<file path="config.mk">
export PLATFORM = sky130hd
export DESIGN_NAME = mem_port_arbiter_flat
export DESIGN_NICKNAME = d
export VERILOG_FILES = /design/src/rtl/mem_port_arbiter_if.sv /design/src/rtl/mem_port_arbiter.sv /design/src/flat_wrapper.sv
export SDC_FILE = /design/constraint.sdc
export NUM_CORES = 1
export LEC_CHECK = 0
export CAP_MARGIN = 20
export CORE_MARGIN = 2
export CORE_UTILIZATION = 45
export CTS_CLUSTER_SIZE = 20
export DETAILED_ROUTE_END_ITERATION = 8
export PLACE_DENSITY = 0.83
export SKIP_LAST_GASP = 1
export SYNTH_ARGS = -nofsm -noshare
export SYNTH_HDL_FRONTEND = slang
export SYNTH_SLANG_ARGS = --single-unit
export TNS_END_PERCENT = 5
</file>
<file path="constraint.sdc">
create_clock -name clk -period 6.8 [get_ports clk]
set_input_delay 1.02 -clock clk [delete_from_list [all_inputs] [get_ports clk]]
set_output_delay 1.02 -clock clk [all_outputs]
set_load 0.005 [all_outputs]
</file>
<file path="src/rtl/mem_port_arbiter_if.sv">
// Bundles both requester channels and the shared RAM port of mem_port_arbiter.
// slave is the arbiter side; master is the requesters plus the RAM.
interface mem_port_arbiter_if #(
   parameter int AW = 10,
   parameter int DW = 16
);
   logic          req0, req1;
   logic [1:0]    op0, op1;
   logic [AW-1:0] addr0, addr1;
   logic [DW-1:0] wdata0, wdata1;
   logic          gnt0, gnt1;
   logic          done0, done1;
   logic [DW-1:0] rdata0, rdata1;
   logic          mem_we;
   logic [AW-1:0] mem_addr;
   logic [DW-1:0] mem_data;
   logic [DW-1:0] mem_q;
   logic          busy;

   modport slave (
      input  req0, op0, addr0, wdata0, req1, op1, addr1, wdata1, mem_q,
      output gnt0, done0, rdata0, gnt1, done1, rdata1,
             mem_we, mem_addr, mem_data, busy
   );

   modport master (
      output req0, op0, addr0, wdata0, req1, op1, addr1, wdata1, mem_q,
      input  gnt0, done0, rdata0, gnt1, done1, rdata1,
             mem_we, mem_addr, mem_data, busy
   );
endinterface

</file>
<file path="src/rtl/mem_port_arbiter.sv">
// Round-robin arbiter sharing one synchronous-read RAM port between two requesters,
// supporting read, write and atomic read-add-write transactions.
module mem_port_arbiter #(
   parameter int AW = 10,
   parameter int DW = 16
) (
   input logic                clk,
   input logic                rst,
   mem_port_arbiter_if.slave  bus
);
   localparam logic [1:0] OP_WR = 2'b01;

   typedef enum logic [1:0] {IDLE, ACCESS, CAPTURE, DONE} state_t;

   state_t        state, state_nxt;
   logic          owner, last_owner, winner, any_req;
   logic [1:0]    op_r;
   logic [AW-1:0] addr_r;
   logic [DW-1:0] wdata_r, rdata0_r, rdata1_r, operand, sum;

   assign any_req = bus.req0 | bus.req1;
   // On a tie the requester that did not own the last grant wins.
   assign winner  = (bus.req0 & bus.req1) ? ~last_owner : bus.req1;
   assign operand = op_r[0] ? DW'(addr_r) : wdata_r;
   assign sum     = bus.mem_q + operand;

   assign bus.rdata0 = rdata0_r;
   assign bus.rdata1 = rdata1_r;
   assign bus.busy   = (state != IDLE);

   always_ff @(posedge clk or negedge rst) begin
      if (!rst) state <= IDLE;
      else      state <= state_nxt;
   end

   always_ff @(posedge clk or negedge rst) begin
      if (!rst) begin
         owner      <= 1'b0;
         last_owner <= 1'b1;
         op_r       <= '0;
         addr_r     <= '0;
         wdata_r    <= '0;
         rdata0_r   <= '0;
         rdata1_r   <= '0;
      end else begin
         if (state == IDLE && any_req) begin
            owner      <= winner;
            last_owner <= winner;
            op_r       <= winner ? bus.op1    : bus.op0;
            addr_r     <= winner ? bus.addr1  : bus.addr0;
            wdata_r    <= winner ? bus.wdata1 : bus.wdata0;
         end
         if (state == CAPTURE) begin
            if (owner) rdata1_r <= bus.mem_q;
            else       rdata0_r <= bus.mem_q;
         end
      end
   end

   always_comb begin
      state_nxt    = state;
      bus.gnt0     = 1'b0;
      bus.gnt1     = 1'b0;
      bus.done0    = 1'b0;
      bus.done1    = 1'b0;
      bus.mem_we   = 1'b0;
      bus.mem_addr = '0;
      bus.mem_data = '0;
      case (state)
         IDLE: begin
            if (any_req) state_nxt = ACCESS;
         end
         ACCESS: begin
            bus.gnt0     = ~owner;
            bus.gnt1     = owner;
            bus.mem_addr = addr_r;
            if (op_r == OP_WR) begin
               bus.mem_we   = 1'b1;
               bus.mem_data = wdata_r;
               state_nxt    = DONE;
            end else begin
               state_nxt = CAPTURE;
            end
         end
         CAPTURE: begin
            bus.mem_addr = addr_r;
            // RMW writes back in the same cycle the old word arrives on mem_q.
            if (op_r[1]) begin
               bus.mem_we   = 1'b1;
               bus.mem_data = sum;
            end
            state_nxt = DONE;
         end
         DONE: begin
            bus.done0 = ~owner;
            bus.done1 = owner;
            state_nxt = IDLE;
         end
         default: state_nxt = IDLE;
      endcase
   end
endmodule

</file>
<file path="src/flat_wrapper.sv">
// flat-port wrapper written by rule: the top's interface ports become plain ports
module mem_port_arbiter_flat 
#(
   parameter int AW = 10,
   parameter int DW = 16
)
  (clk, rst, bus_req0, bus_op0, bus_addr0, bus_wdata0, bus_req1, bus_op1, bus_addr1, bus_wdata1, bus_mem_q, bus_gnt0, bus_done0, bus_rdata0, bus_gnt1, bus_done1, bus_rdata1, bus_mem_we, bus_mem_addr, bus_mem_data, bus_busy);
  mem_port_arbiter_if #(.AW(AW), .DW(DW)) bus_i ();
  input logic clk;
  input logic rst;
  input wire logic [$bits(bus_i.req0)-1:0] bus_req0;
  input wire logic [$bits(bus_i.op0)-1:0] bus_op0;
  input wire logic [$bits(bus_i.addr0)-1:0] bus_addr0;
  input wire logic [$bits(bus_i.wdata0)-1:0] bus_wdata0;
  input wire logic [$bits(bus_i.req1)-1:0] bus_req1;
  input wire logic [$bits(bus_i.op1)-1:0] bus_op1;
  input wire logic [$bits(bus_i.addr1)-1:0] bus_addr1;
  input wire logic [$bits(bus_i.wdata1)-1:0] bus_wdata1;
  input wire logic [$bits(bus_i.mem_q)-1:0] bus_mem_q;
  output wire logic [$bits(bus_i.gnt0)-1:0] bus_gnt0;
  output wire logic [$bits(bus_i.done0)-1:0] bus_done0;
  output wire logic [$bits(bus_i.rdata0)-1:0] bus_rdata0;
  output wire logic [$bits(bus_i.gnt1)-1:0] bus_gnt1;
  output wire logic [$bits(bus_i.done1)-1:0] bus_done1;
  output wire logic [$bits(bus_i.rdata1)-1:0] bus_rdata1;
  output wire logic [$bits(bus_i.mem_we)-1:0] bus_mem_we;
  output wire logic [$bits(bus_i.mem_addr)-1:0] bus_mem_addr;
  output wire logic [$bits(bus_i.mem_data)-1:0] bus_mem_data;
  output wire logic [$bits(bus_i.busy)-1:0] bus_busy;
  assign bus_i.req0 = bus_req0;
  assign bus_i.op0 = bus_op0;
  assign bus_i.addr0 = bus_addr0;
  assign bus_i.wdata0 = bus_wdata0;
  assign bus_i.req1 = bus_req1;
  assign bus_i.op1 = bus_op1;
  assign bus_i.addr1 = bus_addr1;
  assign bus_i.wdata1 = bus_wdata1;
  assign bus_i.mem_q = bus_mem_q;
  assign bus_gnt0 = bus_i.gnt0;
  assign bus_done0 = bus_i.done0;
  assign bus_rdata0 = bus_i.rdata0;
  assign bus_gnt1 = bus_i.gnt1;
  assign bus_done1 = bus_i.done1;
  assign bus_rdata1 = bus_i.rdata1;
  assign bus_mem_we = bus_i.mem_we;
  assign bus_mem_addr = bus_i.mem_addr;
  assign bus_mem_data = bus_i.mem_data;
  assign bus_busy = bus_i.busy;
  mem_port_arbiter #(.AW(AW), .DW(DW)) u_core (.clk(clk), .rst(rst), .bus(bus_i));
endmodule
</file>
; Word-level counts from Yosys, hierarchy flattened
; Index checks and enable logic that the tools add are counted.
[totals]
output_inout_bits = 64
regBits = 64
wordCells = 43
in_bits = 76
[classes]
addsub = 1
bitwise_logic = 4
n_mux = 19
n_reduce_logical = 6
eq_ne = 5
[op_table]
columns = cell, n
row1 = 16-bit two-way mux, 4
row2 = 16-bit one-hot mux with 2 select lines, 1
row3 = 10-bit two-way mux, 2
row4 = 16-bit adder, 1
row5 = 1-bit two-way mux, 8
row6 = 2-bit one-hot mux with 4 select lines, 1
row7 = "2-bit by 1-bit equality test with 1-bit output, second input constant", 2
row8 = "2-bit equality test, second input constant", 2
row9 = 2-bit two-way mux, 2
row10 = 2-bit AND reduction, 2
row11 = 2-bit logical NOT, 1
row12 = "2-bit by 1-bit inequality test with 1-bit output, second input constant", 1
row13 = 1-bit NOT, 2
row14 = 1-bit one-hot mux with 2 select lines, 1
row15 = 2-bit nonzero test, 1
row16 = 2-bit OR reduction, 1
row17 = 1-bit bitwise AND, 1
row18 = 1-bit logical AND, 1
row19 = 1-bit bitwise OR, 1

; Longest topological paths before layout
; Gate-level depths: netlist of the first run.
[depth]
ltp_word = 4
mapped_depth = 10
mapped_depth_nobuf = 9

; Least setup slack after synthesis of the first run
; No wires, ideal clock.
[synth_timing]
path_type = input to output
startpoint = input port bus_mem_q[0]
endpoint = output port bus_mem_data[12]
required_time_ns = 5.780
path_stages = 8
t_arrival_ns = 2.586
n_path_buf = 0
slack_ns = 3.194
cell_sequence = ha_1 inv_1 fa_1 and2b_1 o2111ai_1 a211oi_1 nor3_1 o31ai_1
[synth_via]
elab_chain_cells = 3
[synth_lines]
columns = element, line
row1 = start: declaration, flat_wrapper.sv:19  ; input wire logic [$bits(bus_i.mem_q)-1:0] bus_mem_q;
row2 = 16-bit adder, mem_port_arbiter.sv:25  ; assign sum = bus.mem_q + operand;
row3 = 16-bit two-way mux, mem_port_arbiter.sv:88  ; if (op_r[1]) begin
row4 = 16-bit one-hot mux with 2 select lines, mem_port_arbiter.sv:69  ; case (state)
row5 = end: declaration, flat_wrapper.sv:28  ; output wire logic [$bits(bus_i.mem_data)-1:0] bus_mem_data;
; Every way passes these cells.

; Worst setup path in the final report of the first run
[layout_timing]
startpoint = input port bus_mem_q[0]
endpoint = output port bus_mem_data[10]
; The elaborated chain is that of the path after synthesis.

==> results.json, run 1 <==
{
  "post_dp_cell_area_mm2": 0.005411,
  "rsz0062_at_grt": "no",
  "yosys_warnings": 0,
  "finalMaxSlewViolations": 0,
  "synth_cell_types": 44,
  "dr.pass1.iters": 4,
  "critPathKind": "input pin to primary output",
  "first_global_vias": 3440,
  "reg2reg_slack_ns": 4.89,
  "start_util": 0.4574,
  "clk_pin_slew_ns": 0.06,
  "setup_viol": 0,
  "hp-class": "flip-flop to flip-flop",
  "cpMaxStageDelayCell": "clkdlybuf4s50_1",
  "wl_um": 10340,
  "nets": 631,
  "num_rows": 34,
  "drtIter0Drc": 142,
  "worstSetupEndpointType": "primary output",
  "design_area_mm2": 0.005687,
  "gp_congestion": 0.8786,
  "synth_edf_count": 0,
  "max_slew_margin": 0.4089,
  "r2r_end": "u_core.bus.rdata0[15]",
  "clockBufferDepth": 2,
  "ant_nets": 0,
  "num_vias": 3483,
  "post_cts_resized": 0,
  "n_antenna_cell": 0,
  "powerDensity_mw_per_mm2": 447.9,
  "period_share": 0.7264,
  "status": "completed",
  "insertion_delay_ns": 0.34,
  "worstPathRequired_ns": 5.78,
  "final_common_cell": "clkdlybuf4s50_1",
  "async_reset_ff_frac": 1.000,
  "hold_viol_final": 0,
  "p_leak_nw": 2.414,
  "power.total_mw": 2.547,
  "syn_area_per_cell_um2": 9.850,
  "wl_per_cell_um": 15.97,
  "cts_tree": "built",
  "floorplan.die_area_mm2": 0.009543,
  "drive_gt1_frac": 0.1150,
  "critPathMaxStageDelay_ns": 0.55,
  "cap_violations": 0,
  "grt_pass1_wl_um": 17130,
  "fillers": 697,
  "port_buffers": 139,
  "crit_path_frequent_cell": "clkdlybuf4s50_1",
  "max-vdd-ir-drop_v": 0.0003230,
  "final_util": 0.6585,
  "syn-num-nets": 497,
  "max_slew.worst_pin.slew_ns": 0.8867,
  "cts_max_level": 3,
  "path_cells": "clkdlybuf4s50_1 > ha_1 > inv_1 > fa_1 > and2b_1 > o2111ai_1 > a21boi_0 > nor3_1 > o31ai_1 > clkdlybuf4s50_1",
  "cts_inserted_buffers": 9,
  "grtUsageTotal": 0.2221,
  "ys_ff_latch": 64,
  "startpoint_type": "input pin",
  "die_x_um": 97.69,
  "clock_sinks": 64,
  "crit_start": "bus_mem_q[0]",
  "mostFrequentLayoutCells": "clkdlybuf4s50_1 (138), dfrtp_1 (63), nand2_1 (53)",
  "viasPerCell": 5.383,
  "yosys_most_used_dff": "dfrtp_1",
  "r2r.worst_path.cells": 4,
  "pin_count": 140,
  "endpoint": "bus_mem_data[10]",
  "synth_cells": 401,
  "cp_max_fo": 3,
  "tns_ns": 0,
  "ctsHoldBuffers": 0,
  "regToRegStartpoint": "u_core.state[0]",
  "area_growth_pct": 43.97,
  "cts_root_buf": "clkbuf_8",
  "route.detailed.drc": 0,
  "yosysSeqAreaShare": 0.4058,
  "skew_ns": 0.008474,
  "timing.fmax_mhz": 202.4,
  "antenna_found_initial": 0,
  "dp_hpwl_um": 8050,
  "core-area_mm2": 0.008636,
  "period_needed_ns": 4.940,
  "crit_arrival_ns": 3.92,
  "overflow": 0,
  "post_cts_buffers": 0,
  "syn_area_mm2": 0.003950,
  "die_height_um": 97.69,
  "grt_max_degree": 65
}
[power by group]
part           internal [mW]  switching (mW)  total, mW  leakage, nW
registers              0.577           0.146      0.723        0.768
clock network          0.224           0.138      0.362        0.112
logic                  0.792           0.670       1.46         1.53
total                   1.59           0.954       2.55         2.41
[worst min-delay path by stage]
| stage | to | cells past startpoint | startpoint |
|---|---|---|---|
| after global placement | u_core.bus.rdata0[1] | 2 | u_core.bus.rdata0[1] |
| after CTS | u_core.bus.rdata0[1] | 2 | u_core.bus.rdata0[1] |
| after floorplan | u_core.addr_r[0] | 2 | u_core.addr_r[0] |
| after detailed placement | u_core.bus.rdata0[1] | 2 | u_core.bus.rdata0[1] |
| final | u_core.bus.rdata0[1] | 2 | u_core.bus.rdata0[1] |
| after global routing | u_core.bus.rdata1[14] | 1 | u_core.bus.rdata1[14] |
[cells in the mapped netlist, types with 4 or more instances]
master / instances / share of area
a21o_1: 4 / 0.0076
mux2_2: 39 / 0.11
nand4_1: 4 / 0.0063
o21ai_0: 46 / 0.058
a21oi_1: 19 / 0.024
nand2_1: 53 / 0.050
clkbuf_1: 6 / 0.0057
nand3_1: 4 / 0.0051
dfrtp_1: 63 / 0.40
o21a_1: 8 / 0.015
and3_1: 6 / 0.0095
inv_1: 7 / 0.0067
nor2b_1: 12 / 0.019
a22oi_1: 4 / 0.0076
ha_1: 19 / 0.060
nor2_1: 4 / 0.0038
nor3_1: 4 / 0.0051
and2_1: 19 / 0.030
buf_2: 9 / 0.011
mux2i_1: 29 / 0.073
[through the flow]
| stage | instances | hold WS [ns] | worst slack [ns] |
|---|---|---|---|
| final | 647 | 0.4969 | 1.860 |
| after CTS | 645 | 0.4945 | 1.904 |
| after detailed placement | 630 | 0.4789 | 1.904 |
| after global routing | 647 | 0.5287 | 1.648 |
| after global placement | 630 | 0.4752 | 1.983 |
| after floorplan | 401 | 0.4578 | 3.194 |
[kinds of logic (layout without fill, tap and decap cells)]
logic type               Yosys count  count (layout)  synth area share
AND/OR/NAND/NOR                  113             113            0.1410
AO/OA/AOI/OAI                    105             105            0.1628
multiplexers                      68              68            0.1847
flip-flops                        64              64            0.4058
buffers and inverters             26             164           0.02946
adder cells (fa/ha/maj)           20              20           0.06525
XOR/XNOR                           5               5           0.01109
[area by class of cell]
cell class | count | area [um2] | share of cell area
Inverter | 7 | 26.28 | 0.004620
Clock inverter | 3 | 65.06 | 0.01144
Tap cell | 108 | 135.1 | 0.02376
Timing Repair Buffer | 142 | 1449 | 0.2548
Multi-Input combinational cell | 311 | 2253 | 0.3963
Sequential cell | 64 | 1603 | 0.2818
Clock buffer | 12 | 155.1 | 0.02728
[critical path, delay by kind of cell]
kind / cells / cell delay (ns)
AO/OA/AOI/OAI: 3 / 0.82
adder cells (fa/ha/maj): 2 / 0.61
AND/OR/NAND/NOR: 2 / 0.35
buffers and inverters: 3 / 1.13
[routing by layer]
metal | wire length [um] | share of wire | GRT usage | vias up
met5 | 0 | 0 | 0 | -
met2 | 4814 | 0.47 | 0.3538 | 125
met4 | 198 | 0.019 | 0.07372 | 0
li1 | - | - | - | 1709
met3 | 660 | 0.064 | 0.04820 | 20
met1 | 4661 | 0.45 | 0.3018 | 1629
[registers in the layout, indices dropped and copies added, names as in the netlist]
register and flops:
u_core.last_owner 1, u_core.wdata_r 16, u_core.bus.rdata0 16, u_core.owner 1, u_core.addr_r 10, u_core.op_r 2, u_core.state 2, u_core.bus.rdata1 16
Power figures use the tool's default switching activity.
==> run 2: changes to the inputs <==
--- a/config.mk
+++ b/config.mk
@@ -7,10 +7,10 @@
 export LEC_CHECK = 0
 export CAP_MARGIN = 20
 export CORE_MARGIN = 2
-export CORE_UTILIZATION = 45
+export CORE_UTILIZATION = 41
 export CTS_CLUSTER_SIZE = 20
 export DETAILED_ROUTE_END_ITERATION = 8
-export PLACE_DENSITY = 0.83
+export PLACE_DENSITY = 0.8
 export SKIP_LAST_GASP = 1
 export SYNTH_ARGS = -nofsm -noshare
 export SYNTH_HDL_FRONTEND = slang
==> constraint.sdc (replaced) <==
create_clock -name clk -period 4.1 [get_ports clk]
set_input_delay 0.615 -clock clk [delete_from_list [all_inputs] [get_ports clk]]
set_output_delay 0.615 -clock clk [all_outputs]
set_load 0.005 [all_outputs]
==> results.json, run 2 (synthesized netlist as in run 1, its figures left out) <==
{
  "max_slew_margin": 0.4281,
  "port_buffers": 139,
  "critPathMaxStageDelay_ns": 0.51,
  "final_util": 0.6147,
  "clock_sinks": 64,
  "fin_ws_ns": 0.09499,
  "num_vias": 3491,
  "pin_count": 140,
  "cts_inserted_buffers": 9,
  "area_growth_pct": 44.47,
  "ant_nets": 0,
  "dr.pass1.iters": 4,
  "crit_arrival_ns": 3.39,
  "cts_max_level": 3,
  "n_antenna_cell": 0,
  "overflow": 0,
  "hp-class": "input pin to async pin",
  "cpMaxStageDelayCell": "clkdlybuf4s50_1",
  "viasPerCell": 5.195,
  "max_slew.worst_pin.slew_ns": 0.8578,
  "regToRegStartpoint": "u_core.state[0]",
  "status": "completed",
  "die_x_um": 102.2,
  "die_height_um": 102.2,
  "period_needed_ns": 4.005,
  "max-vdd-ir-drop_v": 0.0004069,
  "worstPathRequired_ns": 3.48,
  "mostFrequentLayoutCells": "clkdlybuf4s50_1 (138), dfrtp_1 (62), nand2_1 (53)",
  "powerDensity_mw_per_mm2": 731.4,
  "num_rows": 35,
  "r2r_end": "u_core.bus.rdata0[8]",
  "finalMaxSlewViolations": 0,
  "dp_hpwl_um": 8368,
  "r2r.worst_path.cells": 4,
  "cp_max_fo": 3,
  "worst-path-buf-inv": 3,
  "wl_um": 10680,
  "grt_pass1_wl_um": 17000,
  "route.detailed.drc": 0,
  "crit_path_frequent_cell": "clkdlybuf4s50_1",
  "start_util": 0.4255,
  "post_dp_cell_area_mm2": 0.005468,
  "path_cells": "clkdlybuf4s50_1 > ha_1 > inv_1 > fa_1 > and2b_1 > o2111a_1 > o211ai_1 > a211oi_1 > nand3b_1 > clkdlybuf4s50_1",
  "first_global_vias": 3481,
  "nets": 634,
  "rsz0062_at_grt": "yes",
  "post-place-ws_ns": 0.01689,
  "dp_cells": 655,
  "drive_gt1_frac": 0.1326,
  "startpoint_type": "input pin",
  "critPathKind": "input pin to primary output",
  "cts_root_buf": "clkbuf_8",
  "timing.fmax_mhz": 249.7,
  "finalNonFillerCells": 672,
  "setup_viol": 0,
  "clk_pin_slew_ns": 0.07,
  "power.total_mw": 4.174,
  "wl_per_cell_um": 15.89,
  "grtUsageTotal": 0.2112,
  "drtIter0Drc": 108,
  "worstSetupEndpointType": "primary output",
  "cts_tree": "built",
  "core-area_mm2": 0.009284,
  "hold_ws_ns": 0.2399,
  "tns_ns": 0,
  "hold_viol_final": 0,
  "cap_violations": 0,
  "gp_congestion": 0.8628,
  "grt_max_degree": 58,
  "design_area_mm2": 0.005707,
  "final_common_cell": "clkdlybuf4s50_1",
  "reg2reg_slack_ns": 2.13,
  "cpLargestDelayFamily": "buffers and inverters",
  "clockBufferDepth": 2,
  "skew_ns": 0.006020,
  "floorplan.die_area_mm2": 0.01044,
  "antenna_found_initial": 0,
  "p_leak_nw": 2.412,
  "period_share": 0.9768,
  "insertion_delay_ns": 0.34
}
run 2: report_power, final:
part | internal (mW) | switching [mW] | total [mW]
registers | 0.958 | 0.226 | 1.18
clock network | 0.266 | 0.232 | 0.498
logic | 1.34 | 1.15 | 2.49
total | 2.56 | 1.61 | 4.17
run 2: worst max path at each step:
stage                    from          endpoint  depth (start not counted)
2_1_floorplan  u_core.op_r[0]   bus_mem_data[9]                         10
3_3_place_gp     bus_mem_q[0]  bus_mem_data[12]                         10
3_5_place_dp     bus_mem_q[0]  bus_mem_data[10]                         10
4_1_cts        u_core.op_r[0]  bus_mem_data[10]                          9
5_1_grt          bus_mem_q[0]  bus_mem_data[12]                         10
6_report         bus_mem_q[0]  bus_mem_data[14]                         10
run 2: layout make-up:
| cell class | count | area (um2) |
|---|---|---|
| fill | 824 | 3577 |
| multi-input combinational | 311 | 2276 |
| sequential | 64 | 1604 |
| timing repair buffer | 145 | 1455 |
| clock buffer | 13 | 168.9 |
| tap | 129 | 161.4 |
| inverter | 7 | 26.28 |
| clock inverter | 3 | 15.01 |
run 2: worst register-to-register path: stages (launching register included):
cell	delay (ns)
dfrtp_1	0.44
inv_1	0.10
ha_1	0.26
nand2b_1	0.63
mux2_2	0.42
run 2: metal layers:
layer	wire (um)	track usage	vias to the layer above
met3	682	0.04925	9
li1	-	-	1724
met1	4677	0.2706	1641
met5	0	0	-
met2	5220	0.3563	117
met4	98	0.06462	0
run 2: what timing repair did:
action	in CTS	in global routing
resized for setup	0	8
setup buffers	0	0
hold buffers	0	0
endpoints found under the setup margin	0	9
